==> src/rtl/imem_loader_pkg.sv <==
// Shared types and constants for the instruction-memory loader.
package imem_loader_pkg;

  localparam int unsigned MEMORY_BITS_DFLT = 11;
  localparam int unsigned MEMORY_SIZE_DFLT = 2048;
  localparam int unsigned HDR_BITS         = 16;
  localparam int unsigned BYTE_BITS        = 8;
  localparam int unsigned WORD_BITS        = 32;

  typedef enum logic [2:0] {
    ST_LEN_HI,
    ST_LEN_LO,
    ST_DATA,
    ST_CSUM,
    ST_DONE,
    ST_ERR
  } state_t;

endpackage

==> src/rtl/imem_word_packer.sv <==
// Packs a byte stream MSB-first into 32-bit words; word_valid marks the 4th byte.
module imem_word_packer
  import imem_loader_pkg::*;
(
  input  logic                 clk,
  input  logic                 rst_n,
  input  logic                 clear,
  input  logic                 shift_en,
  input  logic [BYTE_BITS-1:0] byte_in,
  output logic                 word_valid,
  output logic [WORD_BITS-1:0] word
);

  localparam int unsigned SR_BITS = WORD_BITS - BYTE_BITS;

  logic [SR_BITS-1:0] sr_q;
  logic [1:0]         idx_q;

  assign word_valid = shift_en && (idx_q == 2'd3);
  assign word       = {sr_q, byte_in};

  always_ff @(posedge clk or negedge rst_n) begin
    if (!rst_n) begin
      sr_q  <= '0;
      idx_q <= '0;
    end else if (clear) begin
      sr_q  <= '0;
      idx_q <= '0;
    end else if (shift_en) begin
      sr_q  <= {sr_q[SR_BITS-BYTE_BITS-1:0], byte_in};
      idx_q <= idx_q + 2'd1;
    end
  end

endmodule

==> src/rtl/imem_loader.sv <==
// Loads a length-prefixed byte image into instruction memory and holds the core until done.
// Optional trailing XOR checksum byte when IMEM_LOADER_CHECKSUM_EN is defined.
module imem_loader
  import imem_loader_pkg::*;
#(
  parameter int unsigned MEMORY_BITS = MEMORY_BITS_DFLT,
  parameter int unsigned MEMORY_SIZE = MEMORY_SIZE_DFLT
) (
  input  logic                   clk,
  input  logic                   rst_n,
  input  logic                   restart,
  input  logic                   in_valid,
  input  logic [BYTE_BITS-1:0]   in_data,
  output logic                   in_ready,
  output logic                   wr_en,
  output logic [MEMORY_BITS-1:0] wr_addr,
  output logic [WORD_BITS-1:0]   wr_data,
  output logic                   core_hold,
  output logic                   load_done,
  output logic                   load_err
);

  localparam int unsigned IDX_BITS = MEMORY_BITS + 1;

`ifdef IMEM_LOADER_CHECKSUM_EN
  localparam state_t ST_AFTER_DATA = ST_CSUM;
  logic [BYTE_BITS-1:0] csum_q, csum_d;
`else
  localparam state_t ST_AFTER_DATA = ST_DONE;
`endif

  state_t                 state_q, state_d;
  logic [HDR_BITS-1:0]    count_q, count_d, hdr_c;
  logic [IDX_BITS-1:0]    idx_q, idx_d, idx_inc;
  logic                   accept, pk_clear, pk_shift, pk_valid;
  logic [WORD_BITS-1:0]   pk_word;
  logic                   wr_en_d, in_ready_d, core_hold_d, load_done_d, load_err_d;
  logic [MEMORY_BITS-1:0] wr_addr_d;
  logic [WORD_BITS-1:0]   wr_data_d;

  assign accept   = in_valid && in_ready;
  assign hdr_c    = {count_q[HDR_BITS-1:BYTE_BITS], in_data};
  assign idx_inc  = idx_q + IDX_BITS'(1);
  assign pk_shift = accept && (state_q == ST_DATA);
  assign pk_clear = (state_q == ST_LEN_HI) || (state_q == ST_LEN_LO) ||
                    (restart && ((state_q == ST_DONE) || (state_q == ST_ERR)));

  imem_word_packer u_packer (
    .clk        (clk),
    .rst_n      (rst_n),
    .clear      (pk_clear),
    .shift_en   (pk_shift),
    .byte_in    (in_data),
    .word_valid (pk_valid),
    .word       (pk_word)
  );

  // Next-state, counters and output-register inputs
  always_comb begin
    state_d   = state_q;
    count_d   = count_q;
    idx_d     = idx_q;
    wr_en_d   = 1'b0;
    wr_addr_d = wr_addr;
    wr_data_d = wr_data;
`ifdef IMEM_LOADER_CHECKSUM_EN
    csum_d    = csum_q;
`endif
    case (state_q)
      ST_LEN_HI: begin
        if (accept) begin
          count_d = {in_data, count_q[BYTE_BITS-1:0]};
          state_d = ST_LEN_LO;
        end
      end
      ST_LEN_LO: begin
        if (accept) begin
          count_d = hdr_c;
          idx_d   = '0;
          if (hdr_c == '0)
            state_d = ST_AFTER_DATA;
          else if ((HDR_BITS+1)'(hdr_c) > (HDR_BITS+1)'(MEMORY_SIZE))
            state_d = ST_ERR;
          else
            state_d = ST_DATA;
        end
      end
      ST_DATA: begin
        if (accept) begin
`ifdef IMEM_LOADER_CHECKSUM_EN
          csum_d = csum_q ^ in_data;
`endif
          if (pk_valid) begin
            wr_en_d   = 1'b1;
            wr_addr_d = idx_q[MEMORY_BITS-1:0];
            wr_data_d = pk_word;
            idx_d     = idx_inc;
            if (HDR_BITS'(idx_inc) == count_q)
              state_d = ST_AFTER_DATA;
          end
        end
      end
`ifdef IMEM_LOADER_CHECKSUM_EN
      ST_CSUM: begin
        if (accept)
          state_d = (in_data == csum_q) ? ST_DONE : ST_ERR;
      end
`endif
      ST_DONE, ST_ERR: begin
        if (restart) begin
          state_d = ST_LEN_HI;
          count_d = '0;
          idx_d   = '0;
`ifdef IMEM_LOADER_CHECKSUM_EN
          csum_d  = '0;
`endif
        end
      end
      default: state_d = ST_LEN_HI;
    endcase

    in_ready_d  = (state_d != ST_DONE) && (state_d != ST_ERR);
    core_hold_d = (state_d != ST_DONE);
    load_done_d = (state_d == ST_DONE);
    load_err_d  = (state_d == ST_ERR);
  end

  always_ff @(posedge clk or negedge rst_n) begin
    if (!rst_n) begin
      state_q   <= ST_LEN_HI;
      count_q   <= '0;
      idx_q     <= '0;
      in_ready  <= 1'b1;
      wr_en     <= 1'b0;
      wr_addr   <= '0;
      wr_data   <= '0;
      core_hold <= 1'b1;
      load_done <= 1'b0;
      load_err  <= 1'b0;
    end else begin
      state_q   <= state_d;
      count_q   <= count_d;
      idx_q     <= idx_d;
      in_ready  <= in_ready_d;
      wr_en     <= wr_en_d;
      wr_addr   <= wr_addr_d;
      wr_data   <= wr_data_d;
      core_hold <= core_hold_d;
      load_done <= load_done_d;
      load_err  <= load_err_d;
    end
  end

`ifdef IMEM_LOADER_CHECKSUM_EN
  always_ff @(posedge clk or negedge rst_n) begin
    if (!rst_n) csum_q <= '0;
    else        csum_q <= csum_d;
  end
`endif

endmodule

==> config.mk <==
export PLATFORM = sky130hd
export DESIGN_NAME = imem_loader
export DESIGN_NICKNAME = d
export VERILOG_FILES = /design/src/rtl/imem_loader_pkg.sv /design/src/rtl/imem_word_packer.sv /design/src/rtl/imem_loader.sv
export SDC_FILE = /design/constraint.sdc
export NUM_CORES = 1
export LEC_CHECK = 0
export ABC_AREA = 0
export CORE_MARGIN = 2
export CORE_UTILIZATION = 51
export CTS_CLUSTER_DIAMETER = 50
export DETAILED_ROUTE_END_ITERATION = 16
export PLACE_DENSITY = 0.84
export SETUP_SLACK_MARGIN = 0.15
export SLEW_MARGIN = 20
export SYNTH_ARGS = -nofsm -noshare
export SYNTH_HDL_FRONTEND = slang
export SYNTH_SLANG_ARGS = --single-unit
==> constraint.sdc <==
create_clock -name clk -period 2.95 [get_ports clk]
set_clock_uncertainty 0.2 [all_clocks]
set_input_delay 0.59 -clock clk [delete_from_list [all_inputs] [get_ports clk]]
set_output_delay 0.59 -clock clk [all_outputs]
set_load 0.02 [all_outputs]
* Yosys cells after proc, flatten, opt, wreduce, memory -nomap -nowiden
Index checks and enable logic that the tools add are counted.
** Word-level totals
- Output and inout port bits :: 48
- Register bits :: 105
- Word-level logic and storage cells :: 77
- Input port bits :: 12
** Cells by class
- Reductions and logical operators :: 19
- Equal/unequal tests :: 15
- $lt $le $gt $ge :: 1
- Multiplexer cells :: 25
- Bitwise operators :: 2
- $add $sub $neg :: 2
** Operators by type and width (count)
- 2-to-1 mux 12 bit :: 4
- 2-to-1 mux 24 bit :: 2
- case mux 16 bit (3 select lines) :: 1
- case mux 12 bit (3 select lines) :: 1
- 2-to-1 mux 16 bit :: 2
- 2-to-1 mux 3 bit :: 8
- equality test 12 x 16 -> 1 bit :: 1
- greater-than comparator 16 x 12 -> 1 bit, second input constant :: 1
- logical NOT 16 bit :: 1
- adder 12 x 1 -> 12 bit, second input constant :: 1
- equality test 3 bit, second input constant :: 4
- case mux 3 bit (4 select lines) :: 1
- != test 2 bit, second input constant :: 5
- 2-to-1 mux 8 bit :: 1
- AND reduction 4 bit :: 2
- != test 3 bit, second input constant :: 2
- nonzero test 2 bit :: 3
- logical AND 1 bit :: 5
- AND reduction 5 bit :: 1
- 2-to-1 mux 2 bit :: 2
- equality test 3 x 1 -> 1 bit, second input constant :: 1
- equality test 3 x 2 -> 1 bit, second input constant :: 1
- logical NOT 3 bit :: 1
- logical OR 1 bit :: 3
- other kinds (7) :: 10

* Longest topological paths before layout
- Depth in word-level cells :: 8
- Depth in mapped cells :: 8
- Gate-level depth less buffers :: 7

* By module
From an unflattened synthesis, not the netlist that was laid out.
** Second synthesis, totals
- Cells, all modules :: 519
- Area, all modules :: 4845.9 um^2
** Modules (own cells, without submodules)
- imem_loader :: cells an instance 425, times used 1, area each 3692.3 um^2, sequential area each 1979.4 um^2
- imem_word_packer :: cells an instance 94, times used 1, area each 1153.6 um^2, sequential area each 650.6 um^2

* Least setup slack after synthesis
Ideal clock, no wire load.
- Kind :: reg-to-reg
- Start point :: register idx_q[0]
- End point :: register load_err
- Buffers on the path :: 0
- Required time :: 2.678 ns
- Stages on the path, launching flop included :: 8
- Arrival time :: 1.998 ns
- Setup time :: 0.072 ns
- Period minus slack after synthesis :: 2.270 ns
- Setup slack :: 0.680 ns
- Cells stage by stage :: dfrtp_1 ha_1 xnor2_1 nand2_1 or4b_4 a2111oi_4 a21oi_2 nor2_1
** On the way
- Longest elaborated chain between the ends :: 7
** Ends and longest elaborated chain
- start: declaration :: line imem_loader.sv:34 : logic [IDX_BITS-1:0] idx_q, idx_d, idx_inc;
- start signal: assignment :: line imem_loader.sv:143 : idx_q <= idx_d;
- adder 12 x 1 -> 12 bit :: line imem_loader.sv:43 : assign idx_inc = idx_q + IDX_BITS'(1);
- equality test 12 x 16 -> 1 bit :: line imem_loader.sv:98 : if (HDR_BITS'(idx_inc) == count_q)
- 2-to-1 mux 3 bit :: line imem_loader.sv:98
- 2-to-1 mux 3 bit :: line imem_loader.sv:93 : if (pk_valid) begin
- 2-to-1 mux 3 bit :: line imem_loader.sv:89 : if (accept) begin
- case mux 3 bit (4 select lines) :: line imem_loader.sv:69 : case (state_q)
- equality test 3 bit :: line imem_loader.sv:125 : load_err_d = (state_d == ST_ERR);
- via load_err_d :: line imem_loader.sv:37 : logic wr_en_d, in_ready_d, core_hold_d, load_done_d, load_err_d;
- end signal: assignment :: line imem_loader.sv:150 : load_err <= load_err_d;
- end: declaration :: line imem_loader.sv:20 : output logic load_err
The timed path passes the listed nets, and every way through them passes these cells.
A chain may end at the register's enable or synchronous reset.

* Final worst setup path
- Start point :: register idx_q[0]
- End point :: register state_q[1]
** On the way
- Longest elaborated chain between the ends :: 6
** Ends and longest elaborated chain
- adder 12 x 1 -> 12 bit :: line imem_loader.sv:43
- equality test 12 x 16 -> 1 bit :: line imem_loader.sv:98
- 2-to-1 mux 3 bit :: line imem_loader.sv:98
- 2-to-1 mux 3 bit :: line imem_loader.sv:93
- 2-to-1 mux 3 bit :: line imem_loader.sv:89
- case mux 3 bit (4 select lines) :: line imem_loader.sv:69
- via state_d[1] :: line imem_loader.sv:32 : state_t state_q, state_d;
- end signal: assignment :: line imem_loader.sv:141 : state_q <= state_d;
- end: declaration :: line imem_loader.sv:32
The timed path passes the listed nets, and every way through them passes these cells.

==> impl_metrics.toml <==
[synth]
synth.distinct_cells = 51
synth.largest_area_cell = "dfrtp_1"
post_synth.cell_area_avg_um2 = 10.8
seq_area_frac_synth_pct = 58.0
synth-edff-count = 0
synth_top_area_share_pct = 56.9
synth-main-ff-cell = "dfrtp_1"
muxShareOfSynthArea_pct = 6.21
synth_xor_area_share_pct = 3.29
yosys.area_share.simple_pct = 16.6
syn-num-nets = 435
synth_fa_ha_area_share_pct = 0.552
synth_compound_area_share_pct = 12.7
ys_async_sr_fraction_pct = 100
ys_warn_count = 0
syn_inst = 421
synthTopCellsByArea = "dfrtp_1 (57%), nand2_1 (9.1%), mux2_2 (6.2%), a22o_1 (5.0%), o21ai_0 (3.8%)"
synth.ff_latch_count = 105
syn_area_um2 = 4530
synth_top_family_by_area = "simple AND/OR/NAND/NOR gates"

[timing]
fin_ws_ns = 0.401
clock.fmax_mhz = 392
rsz0062_at_grt = "no"
drv_slew = 0
finalCritPeriodShare_pct = 86.4
period_minus_slack_ns = 2.55
holdWs_ns = -0.0150
slew_headroom_pct = 56.6
setup_violations = 0
fin_tns_setup_ns = 0
tightest_slew_ns = 0.646
hold_viol = 10

[global_route]
grt_pass1_wl_um = 16900
grt_overflow = 0
first_global_vias = 3369
gr-usage-all-layers_pct = 21.9
antenna_found_initial = 0
grt_max_degree = 47

[clock_tree]
root_buffer = "clkbuf_8"
cts_tree = "done"
cts_sinks = 105
post_cts_buffers = 0
cts-hold-fix-buffers = 0
cts.reportedPaths.clkPinSlew_ns = 0.11
cts_buffers = 9
cts-resized-gates = 0
htreeDepth = 3
clock_path_buffers = 2
clk-insertion-delay-late_ns = 0.37

[worst_setup_path]
crit_path_max_incr_delay_ns = 0.52
path_delay_family = "simple AND/OR/NAND/NOR gates"
cp_cell_sequence = "ha_1 > nand3_1 > or3_1 > nand4_1 > and3b_1 > and4bb_1 > o32ai_1"
cp-start-kind = "flop"
crit_arrival_ns = 2.63
cp-end-kind = "flop"
cp_slowest_cell = "dfrtp_1"
required_ns = 3.03
critical_path_class = "reg2reg"
critical_path_buf_inv_count = 0
path_max_fanout = 8

[pwr]
power_density_nw_per_um2 = 882
leakage_uw = 0.00259
ir_drop_mv = 0.538
power_uw = 4870

[run]
maxCapViolations = 0

[drt]
ant_nets = 0
num_vias = 3416
drt-initial-drc-count = 157
drtPass1Iterations = 4
via_per_inst = 5.69
wl_um = 10100
post_drt_wl_per_cell_um = 16.8
drc = 0

[layout]
multi_input_area_um2 = 1790
syn_to_final_growth_pct = 21.9
stdcell_area_um2 = 5530
final_common_cell = "nand2_1"
mostFrequentLayoutCells = "nand2_1 (109), dfrtp_1 (103), clkdlybuf4s50_1 (58), o21ai_0 (34), a22o_1 (26)"
diodes = 0
instances_no_fill = 600
nFillCells = 701
regArea_um2 = 2630
nets = 501
drive_above_1_share_pct = 15.0

[placement]
postPlaceCellArea_um2 = 5320
pre_cts_ws_ns = 0.148
place.gp.congestion = 0.906
dpl.cell_count = 584
io_buffers = 59
dp_hpwl_um = 6990

[floorplan]
die_h_um = 98.3
pin_count = 60
rows = 34
die_area_um2 = 9660
start_util_pct = 52.2
dieWidth_um = 98.3
core_um2 = 8680

[min_path]
hp-class = "in2async"

[status]
status = "finished with violations"
violations = "negative hold slack"
## power breakdown
group / switching [uW] / total, uW / internal (uW)
Clock: 560 / 901 / 341
Sequential: 250 / 2040 / 1790
Combinational: 1060 / 1930 / 867
Total: 1870 / 4870 / 3000
## cell families (layout without fill, tap and decap cells)
kind of cell / Yosys count / after routing
and+or+nand+nor: 160 / 160
DFF: 105 / 105
AOI/OAI and AO/OA: 83 / 83
buffers and inverters: 29 / 100
muxes: 25 / 25
xor gates and xnor gates: 17 / 17
adders and majority gates: 2 / 2
## state kept, by name, indices dropped and copies added, names as in the netlist
name            count
wr_addr            11
wr_en               1
core_hold           1
in_ready            1
load_err            1
u_packer.idx_q      2
state_q             3
u_packer.sr_q      24
count_q            16
load_done           1
idx_q              12
wr_data            32
## layout make-up
class                      instances  area share [%]
clock buffer                       9            2.24
clock inverter                     7            1.45
inverter                           9           0.611
multi-input combinational        287            32.4
sequential                       105            47.6
tap                              108            2.45
timing repair buffer              75            13.3
## metrics by stage
step           utilization (%)  hold WS (ns)
6_report                  63.7       -0.0150
5_1_grt                   63.7        0.0179
4_1_cts                   63.7       0.00476
3_5_place_dp              61.3         0.264
3_3_place_gp              61.3         0.258
2_1_floorplan                -        0.0944
## cell usage after synthesis (3+ instances only)
cell and number:
nor3b_1 3, or3_1 3, o21ai_0 34, a21o_1 3, nor3_1 5, a21oi_1 4
nand4_1 4, clkbuf_1 14, mux2_2 25, a22o_1 26, xor2_1 5, o31ai_1 3
dfrtp_1 103, nand2_1 110, nor2_1 7, nand3_1 8, xnor2_1 12, inv_1 8
## worst paths after layout
path / from / end / slack [ns] / cells after the start
min: rst_n / idx_q[9] / -0.01 / 1
max in group asynchronous: rst_n / in_ready / 1.89 / 2
max reg2reg: idx_q[0] / state_q[1] / 0.40 / 7
min in group clk: wr_addr[0] / wr_addr[0] / 0.29 / 2
min reg2reg: wr_addr[0] / wr_addr[0] / 0.29 / 2
max: idx_q[0] / state_q[1] / 0.40 / 7
## layer usage
layer	vias to the layer above	global-route usage [%]	wire [um]
met5	-	0	0
met4	0	4.85	129
li1	1597	-	-
met1	1691	30.7	4540
met3	13	6.16	571
met2	115	34.6	4860
(Power assumes the default switching activity.)
